File: config.mk
export PLATFORM = sky130hd
export DESIGN_NAME = drum_column_engine
export DESIGN_NICKNAME = d
export VERILOG_FILES = /design/src/rtl/drum_column_engine.sv
export SDC_FILE = /design/constraint.sdc
export NUM_CORES = 2
export LEC_CHECK = 0
export CORE_ASPECT_RATIO = 1.25
export CORE_UTILIZATION = 45
export DETAILED_ROUTE_END_ITERATION = 8
export GPL_TIMING_DRIVEN = 0
export PLACE_DENSITY = 0.62
export REMOVE_ABC_BUFFERS = 1
export SLEW_MARGIN = 10
export SYNTH_ARGS = -nofsm -noshare
export SYNTH_HDL_FRONTEND = slang
export SYNTH_SLANG_ARGS = --single-unit
File: constraint.sdc
create_clock -name clk_50 -period 22.8 [get_ports clk_50]
set_input_delay 2.28 -clock clk_50 [delete_from_list [all_inputs] [get_ports clk_50]]
set_output_delay 2.28 -clock clk_50 [all_outputs]
set_load 0.01 [all_outputs]
File: src/rtl/drum_column_engine.sv
// One column of the drum-membrane finite-difference solver. Each time step
// walks the column bottom to top, producing one node's next displacement
// every four cycles from two dual-port block RAMs (current, previous).
module drum_column_engine #(
    parameter int W          = 18,
    parameter int ROWS       = 30,
    parameter int AW         = 5,
    parameter int TAP_ROW    = 15,
    parameter int PREV_SHIFT = 10,
    parameter int DAMP_SHIFT = 9,
    parameter int SATURATE   = 0
) (
    input  logic                 clk_50,
    input  logic                 reset,
    input  logic                 init_we,
    input  logic [AW-1:0]        init_addr,
    input  logic signed [W-1:0]  init_data,
    input  logic                 step_start,
    input  logic signed [W-1:0]  rho_eff,
    input  logic signed [W-1:0]  left_u,
    input  logic signed [W-1:0]  right_u,
    output logic signed [W-1:0]  cur_u,
    output logic                 busy,
    output logic                 step_done,
    output logic signed [W-1:0]  tap_u,
    output logic                 wr_valid,
    output logic [AW-1:0]        wr_row,
    output logic signed [W-1:0]  wr_data
);
    typedef enum logic [2:0] {IDLE, RD, WT, LD, WR, DONE} state_t;

    localparam int XW = W + 3;
    localparam logic [AW-1:0] LAST_ROW = AW'(ROWS - 1);
    localparam logic [AW-1:0] TAP      = AW'(TAP_ROW);
    localparam logic signed [W-1:0] SMAX = {1'b0, {(W-1){1'b1}}};
    localparam logic signed [W-1:0] SMIN = {1'b1, {(W-1){1'b0}}};

    state_t state, nstate;
    logic [AW-1:0] row, mem_addr;
    logic signed [W-1:0] bottom_reg, center_reg, down_reg, up_reg, prv_reg, tap_cap;
    logic signed [W-1:0] curr_mem [ROWS];
    logic signed [W-1:0] prev_mem [ROWS];
    logic signed [W-1:0] q_curr, q_prev;
    logic signed [W-1:0] center, down, sum, m, inter_w, next_w, next_s, next_val;
    logic signed [2*W-1:0] prod;
    logic signed [XW-1:0] inter_x, next_x;
    logic init_ok, step_go, last_row, mem_we;
    logic unused_prod;

    function automatic logic signed [XW-1:0] sx(input logic signed [W-1:0] v);
        return {{(XW-W){v[W-1]}}, v};
    endfunction

    // Host loads are only honoured in IDLE and only for rows that exist.
    assign init_ok  = init_we && ({1'b0, init_addr} < (AW+1)'(ROWS));
    assign step_go  = step_start && !init_we;
    assign last_row = (row == LAST_ROW);
    // Row 0's centre lives in bottom_reg since nothing below it prefetches it.
    assign center   = (row == '0) ? bottom_reg : center_reg;
    assign down     = (row == '0) ? '0 : down_reg;
    assign mem_we   = (state == WR) || ((state == IDLE) && init_ok);
    assign mem_addr = (state == WR) ? row : init_addr;

    // Stencil update; the wrap path stays at W bits, the clamp path widens by 3.
    always_comb begin
        sum     = left_u + right_u + up_reg + down - (center <<< 2);
        prod    = $signed({{W{sum[W-1]}}, sum}) * $signed({{W{rho_eff[W-1]}}, rho_eff});
        m       = {prod[2*W-1], prod[2*W-3:W-1]};
        inter_w = m + (center <<< 1) - prv_reg + (prv_reg >>> PREV_SHIFT);
        next_w  = inter_w - (inter_w >>> DAMP_SHIFT);
        inter_x = sx(m) + (sx(center) <<< 1) - sx(prv_reg) + sx(prv_reg >>> PREV_SHIFT);
        next_x  = inter_x - (inter_x >>> DAMP_SHIFT);
        if (next_x > sx(SMAX))      next_s = SMAX;
        else if (next_x < sx(SMIN)) next_s = SMIN;
        else                        next_s = next_x[W-1:0];
        next_val = (SATURATE != 0) ? next_s : next_w;
    end
    assign unused_prod = ^{prod[2*W-2], prod[W-2:0]};

    // Block RAMs: registered read, old data on read-during-write, never reset.
    always_ff @(posedge clk_50) begin
        if (mem_we) begin
            curr_mem[mem_addr] <= (state == WR) ? next_val : init_data;
            prev_mem[mem_addr] <= (state == WR) ? center   : init_data;
        end
        if (state == RD) begin
            if (!last_row) q_curr <= curr_mem[row + AW'(1)];
            q_prev <= prev_mem[row];
        end
    end

    // State register.
    always_ff @(posedge clk_50) begin
        if (reset) state <= IDLE;
        else       state <= nstate;
    end

    // Next-state logic: four cycles per row, then one DONE cycle.
    always_comb begin
        nstate = state;
        case (state)
            IDLE:    if (step_go) nstate = RD;
            RD:      nstate = WT;
            WT:      nstate = LD;
            LD:      nstate = WR;
            WR:      nstate = last_row ? DONE : RD;
            DONE:    nstate = IDLE;
            default: nstate = IDLE;
        endcase
    end

    // Outputs decoded from the current state.
    always_comb begin
        busy      = (state != IDLE);
        step_done = (state == DONE);
        wr_valid  = (state == WR);
        wr_row    = (state == WR) ? row : '0;
        wr_data   = (state == WR) ? next_val : '0;
        cur_u     = center;
    end

    // Row walker and neighbour shift registers; tap_u is loaded on entry to DONE.
    always_ff @(posedge clk_50) begin
        if (reset) begin
            row        <= '0;
            bottom_reg <= '0;
            center_reg <= '0;
            down_reg   <= '0;
            up_reg     <= '0;
            prv_reg    <= '0;
            tap_cap    <= '0;
            tap_u      <= '0;
        end else begin
            case (state)
                IDLE: begin
                    if (init_ok && (init_addr == '0)) bottom_reg <= init_data;
                    if (step_go) row <= '0;
                end
                LD: begin
                    up_reg  <= last_row ? '0 : q_curr;
                    prv_reg <= q_prev;
                end
                WR: begin
                    if (row == '0) bottom_reg <= next_val;
                    if (row == TAP) tap_cap <= center;
                    if (!last_row) begin
                        down_reg   <= center;
                        center_reg <= up_reg;
                        row        <= row + AW'(1);
                    end else begin
                        tap_u <= (row == TAP) ? center : tap_cap;
                    end
                end
                default: ;
            endcase
        end
    end
endmodule

# After elaboration in Yosys (flattened, before gate mapping)
# Memories as Yosys holds them, arrays and structs flattened. A register that Yosys moved wholly into a read port is not among the register bits.
# Index checks and enable logic that the tools add are counted.
# W data, S select, Z words.
# word_totals
ff_bits	134
latch_bits	0
mem_bits_rw	1080
rom_bits	0
input_bits	81
output_inout_bits	62
elab_cells	70
n_memories	2
# mem_list
name	words	word_bits	rd	rd_clocked_by_memory_dff	write_ports	line_no	source
curr_mem	30	18	1	1	1	41	logic signed [W-1:0] curr_mem [ROWS];
prev_mem	30	18	1	1	1	42	logic signed [W-1:0] prev_mem [ROWS];
# classes
n_addsub	9
multipliers	1
div_mod_pow	0
order_cmp	1
eq_ne	11
shift	0
muxes	20
bitwise	1
n_reduce_logical	16
# ops
cell	count
$mux W18	9
$add A18 B18 Y18	4
$mul A18 B18 Y36	1
$pmux W18 S2	1
$sub A18 B18 Y18	2
$mux W5	4
$add A18 B8 Y18	1
$sub A18 B9 Y18	1
$pmux W3 S5	1
$logic_not A5 Y1	2
$pmux W5 S2	1
$eq A3 B2 Y1 const B	2
$eq A3 B3 Y1 const B	2
$mux W3	2
$reduce_and A2 Y1	3
$reduce_and A3 Y1	2
$add A5 B1 Y5 const B	1
$eq A5 B4 Y1 const B	1
$eq A5 B5 Y1 const B	1
$lt A5 B5 Y1 const B	1
$logic_and A1 B1 Y1	4
$ne A2 B1 Y1 const B	2
$ne A2 B2 Y1 const B	2
$eq A3 B1 Y1 const B	1
other kinds (7)	8

# Depth between registers and ports, before layout
# depth
ltp_word	11
mapped_depth	75
mapped_depth_nobuf	70

# Worst setup path before layout
# OpenSTA, ideal clock, no wires.
# synth_path
kind	flip-flop to output port
start	register row[0]
end	output port wr_data[15]
arrival_ps	16281
required_ps	20520
setup_slack_ps	4239
stages_incl_launch_ff	72
path_buffers	6
cell_sequence	dfxtp_1 > clkbuf_1 > clkbuf_1 > clkbuf_1 > buf_1 > inv_1 > ha_1 > nor4b_4 > clkbuf_1 > mux2i_1 > xor2_1 > ha_1 > a21o_1 > fa_1 > inv_1 > fa_1 > inv_1 > ha_1 > [36 not listed] > a2111o_1 > o22ai_1 > xnor2_1 > inv_1 > ha_1 > nor2b_1 > o21ai_0 > nand2b_1 > a21o_1 > a21o_1 > a21o_1 > a21o_1 > a31oi_1 > a21oi_1 > o221a_4 > or3_1 > nand3_1 > inv_1
# synth_between
elab_chain_len	10
word_cells_on_any_way	11
cone_classes	add/sub (6); mul (1); mux (3); reduce/logical (1)
# synth_rtl
item	line_no	source
start, declared	39	logic [AW-1:0] row, mem_addr;
start signal, assigned	149	row <= row + AW'(1);
$logic_not A5 Y1 *	59, 60	
$mux W18	60	assign down = (row == '0) ? '0 : down_reg;
$add A18 B18 Y18	66	sum = left_u + right_u + up_reg + down - (center <<< 2);
$sub A18 B18 Y18	66	
$mul A18 B18 Y36	67	prod = $signed({{W{sum[W-1]}}, sum}) * $signed({{W{rho_eff[W-1]}}, rho_eff});
$add A18 B18 Y18 *	69	inter_w = m + (center <<< 1) - prv_reg + (prv_reg >>> PREV_SHIFT);
$sub A18 B18 Y18 *	69	
$add A18 B8 Y18 *	69	
$sub A18 B9 Y18 *	70	next_w = inter_w - (inter_w >>> DAMP_SHIFT);
$mux W18 *	118	wr_data = (state == WR) ? next_val : '0;
end, declared	28	output logic signed [W-1:0] wr_data
# Every way passes the cells marked *; elsewhere a longest branch is shown, timed or not.

# Worst setup path after layout
# layout_path
start	register row[1]
end	output port wr_data[15]
# The elaborated chain is that of the path after synthesis.

==> results.txt <==
- Number of antenna violations at the first check in global routing: 1
- At the end of the flow, the number of nets in the layout was 5,036.
- The most numerous cell type found on the critical path is sky130_fd_sc_hd__inv_1.
- Min Clock Period, post-route: 22.13 ns
* Ratio of cells with drive above 1 in the final layout: 18.9%
- Sequential cells were found to cover 56.9% of the synthesized design area.
- For the worst setup path, the data required time is 20.52 ns.
* # DRC: 0
* TritonCTS clock tree: done
- Primary flip-flop cell chosen by synthesis mapping: sky130_fd_sc_hd__edfxtp_1
- The cell sitting at the root of the clock tree is a sky130_fd_sc_hd__clkbuf_16.
- Placeable Area: 0.140 sq mm
- Post-synthesis cell area: 0.0636 sq mm
* Iteration-0 DRC count of the detailed router: 3,439
- Final ANT Viol Nets: 0
* Number of failing setup endpoints in the final timing report: 0
* Total detailed-routing wirelength: 173 mm
- Static timing analysis puts the maximum clock frequency at 45.2 MHz.
* Die outline height: 422 microns
* Crit path launch: row[1]$_SDFFE_PP0P_
- The worst setup path is of the reg2out kind.
- Count of flip-flops with a built-in enable after synthesis: 1,116
- Yosys top cell by area: sky130_fd_sc_hd__edfxtp_1
* Die Width: 338 microns
- In this run the number of H-tree levels came out at 3.
* Vias after detailed routing: 36,400
- Port buffering added 142 buffers.
- Hold Path End: prv_reg[8]$_SDFFE_PP0N_
- Hold violation count in the final report: 0
* Sum of overflow across all layers after global routing: 0
- Proportion of synthesized flip-flops having asynchronous set or reset: 0%
- The number of global-route vias before repair came to 37,700.
- Run status: completed
* Layout overhead on the synthesized area: 16.7%
- For the pin with the worst max-slew slack, the measured transition is 1.33 ns.
- Clock sink count: 1,250
- Entering global routing, the biggest net connects 94 pins.
- Synth Area per Inst: 15.3 sq um
* Largest incremental delay on the critical path: 0.99 ns
- Synth top cells by count: sky130_fd_sc_hd__edfxtp_1, sky130_fd_sc_hd__inv_1, sky130_fd_sc_hd__fa_1
- Clock input transition at the sequential cells of the worst setup and hold paths: 0.07 ns
- Placed wire-length estimate: 121 mm
* Post-synth cell types: 60
* Number of buffers inserted during clock tree synthesis: 109
* Pre-antenna DRT Iters: 7
* Count of warnings emitted by yosys: 0
- Critical path startpoint category: flop
- Slowest-stage cell, CP: sky130_fd_sc_hd__mux2i_1
- For this run, the total global-route usage over all layers was measured as 24.6%.
* Endpoint type of the worst setup path: primary output
- Worst-case register-to-register setup slack: 3.14 ns
- Cell area after layout: 0.0742 sq mm
* Initial core utilization: 45.5%
- Setup repair after global routing missed its margin: false
* Count leader, synth: sky130_fd_sc_hd__edfxtp_1
- First-pass GRT wire length: 256 mm
* Clock tree buffer depth: 3
- Leading registers by flop count: curr_mem: 540 flops, prev_mem: 540 flops
* Path depth of the worst reg2reg path: 63
- Yosys attributes the largest share of cell area to sky130_fd_sc_hd__edfxtp_1, sky130_fd_sc_hd__fa_1, sky130_fd_sc_hd__mux4_2.
- Final Cycle Share: 97.1%
* Placement Rows: 153
- The endpoint identified for the worst register-to-register timing path is curr_mem[18][15]$_DFFE_PP_.
- Number of flip-flops and latches in the synthesized netlist: 1,250
- Synthesis handed over a netlist of 4,168 instances.
- Post-route clock skew: 0.0343 ns
- At the end of routability-driven placement, the weighted congestion stood at 0.847.
* Slew HR: 8.96%
- The total count of max-transition violations in the final report is 0.
* CP max FO: 38
- Hold wc startpoint: prv_reg[8]$_SDFFE_PP0N_
- STA puts the critical path data arrival time at 19.85 ns.
- Using the TritonRoute via totals, the vias-per-cell ratio works out to 5.72.
- During I/O placement, the number of pins put on the boundary was 143.
- The die covers 0.143 sq mm.
* Launch point of the worst reg-to-reg path: row[1]$_SDFFE_PP0P_
- Fraction of synthesized cell area taken by the top area cell type: 52.7%
* Class of the tightest hold or removal check: reg2reg
* Total cell area at the placement stage: 0.0705 sq mm
* Clock insertion delay at the later pin of the skew report: 0.72 ns
- Number of max-cap violations: 0
- The worst hold path was traced through 2 stages.
* Routed wire length per instance: 27.3 microns
## routing by layer
layer	vias to the layer above	GRT usage, %	wire, microns
met2	1632	39.8	83800
met1	19100	33.4	69400
met5	-	0	0
li1	15300	-	-
met4	0	8.53	5490
met3	308	4.52	14600
## worst max path at each step
stage | end | slack (ns) | cells after the start
after floorplan | wr_data[15] | -6.96 | 65
after global placement | wr_data[17] | -18.77 | 61
after detailed placement | wr_data[17] | 0.21 | 68
after CTS | wr_data[15] | 0.04 | 70
after global routing | wr_data[14] | 0.06 | 66
final | wr_data[15] | 0.67 | 64
## area by class of cell
class,count,area [sq um]
antenna,2,5.00
clock buffer,131,2870
clock inverter,74,758
fill,11200,65600
inverter,531,1990
multi-input combinational,2206,25400
sequential,1250,36200
tap,1860,2330
timing repair buffer,304,4600
## logic make-up (layout without fill, tap and decap cells)
| family | count (synthesis) | after routing | share of synthesized area, % |
|---|---|---|---|
| buffers and inverters | 712 | 1040 | 4.21 |
| AO/OA/AOI/OAI | 320 | 320 | 3.24 |
| multiplexers | 398 | 398 | 12.7 |
| adder cells (fa/ha/maj) | 553 | 553 | 15.6 |
| XOR/XNOR | 81 | 81 | 1.13 |
| AND/OR/NAND/NOR | 854 | 854 | 6.10 |
| other | 0 | 2 | 0 |
| flip-flops | 1250 | 1250 | 56.9 |
## timing repair
item,4_1_cts,5_1_grt
gates resized for setup,5,6
hold buffers,0,0
setup endpoints to repair,8,11
buffers inserted,0,1
## per-stage QoR
stage                     setup TNS [ns]  instances  hold WS (ns)  utilization [%]  setup WS, ns
after detailed placement               0       6149         0.449             50.4         0.212
after global placement                 -       5989         0.440             47.7        -18.77
after floorplan                 -2819.04       3987         0.425                -         -6.96
after CTS                              0       6354         0.457             53.0        0.0381
after global routing                   0       6356         0.469             53.1        0.0572
final                                  0       6358         0.458             53.1         0.672
## critical path, delay by kind of cell (launching register included)
kind / cells / cell delay (ns)
multiplexers: 1 / 0.99
XOR/XNOR: 3 / 0.71
adder cells (fa/ha/maj): 15 / 6.87
buffers and inverters: 15 / 2.49
AO/OA/AOI/OAI: 20 / 5.22
AND/OR/NAND/NOR: 10 / 1.99
flip-flops: 1 / 0.80
## layout by cell type (no fill, tap or decap), types with 22 or more instances in the layout
cell type and count:
sky130_fd_sc_hd__edfxtp_1 1116, sky130_fd_sc_hd__inv_1 527, sky130_fd_sc_hd__fa_1 403, sky130_fd_sc_hd__nand2_1 355, sky130_fd_sc_hd__mux4_2 324, sky130_fd_sc_hd__nor2_1 182, sky130_fd_sc_hd__and2_1 153, sky130_fd_sc_hd__ha_1 148
sky130_fd_sc_hd__clkdlybuf4s50_1 141, sky130_fd_sc_hd__dfxtp_1 129, sky130_fd_sc_hd__clkbuf_16 110, sky130_fd_sc_hd__a21oi_1 91, sky130_fd_sc_hd__a211oi_1 61, sky130_fd_sc_hd__buf_16 55, sky130_fd_sc_hd__mux2_2 54, sky130_fd_sc_hd__xnor2_1 43
sky130_fd_sc_hd__buf_12 39, sky130_fd_sc_hd__buf_8 35, sky130_fd_sc_hd__nor2_4 34, sky130_fd_sc_hd__buf_6 31, sky130_fd_sc_hd__o21ai_0 29, sky130_fd_sc_hd__o21ai_2 29, sky130_fd_sc_hd__nand2b_1 26, sky130_fd_sc_hd__nor3_1 26
sky130_fd_sc_hd__clkinv_2 26, sky130_fd_sc_hd__nor2b_1 23, sky130_fd_sc_hd__xor2_1 22
Power is not shown: default switching activity piles up to over one toggle a cycle in this logic, so the estimate is an artifact.
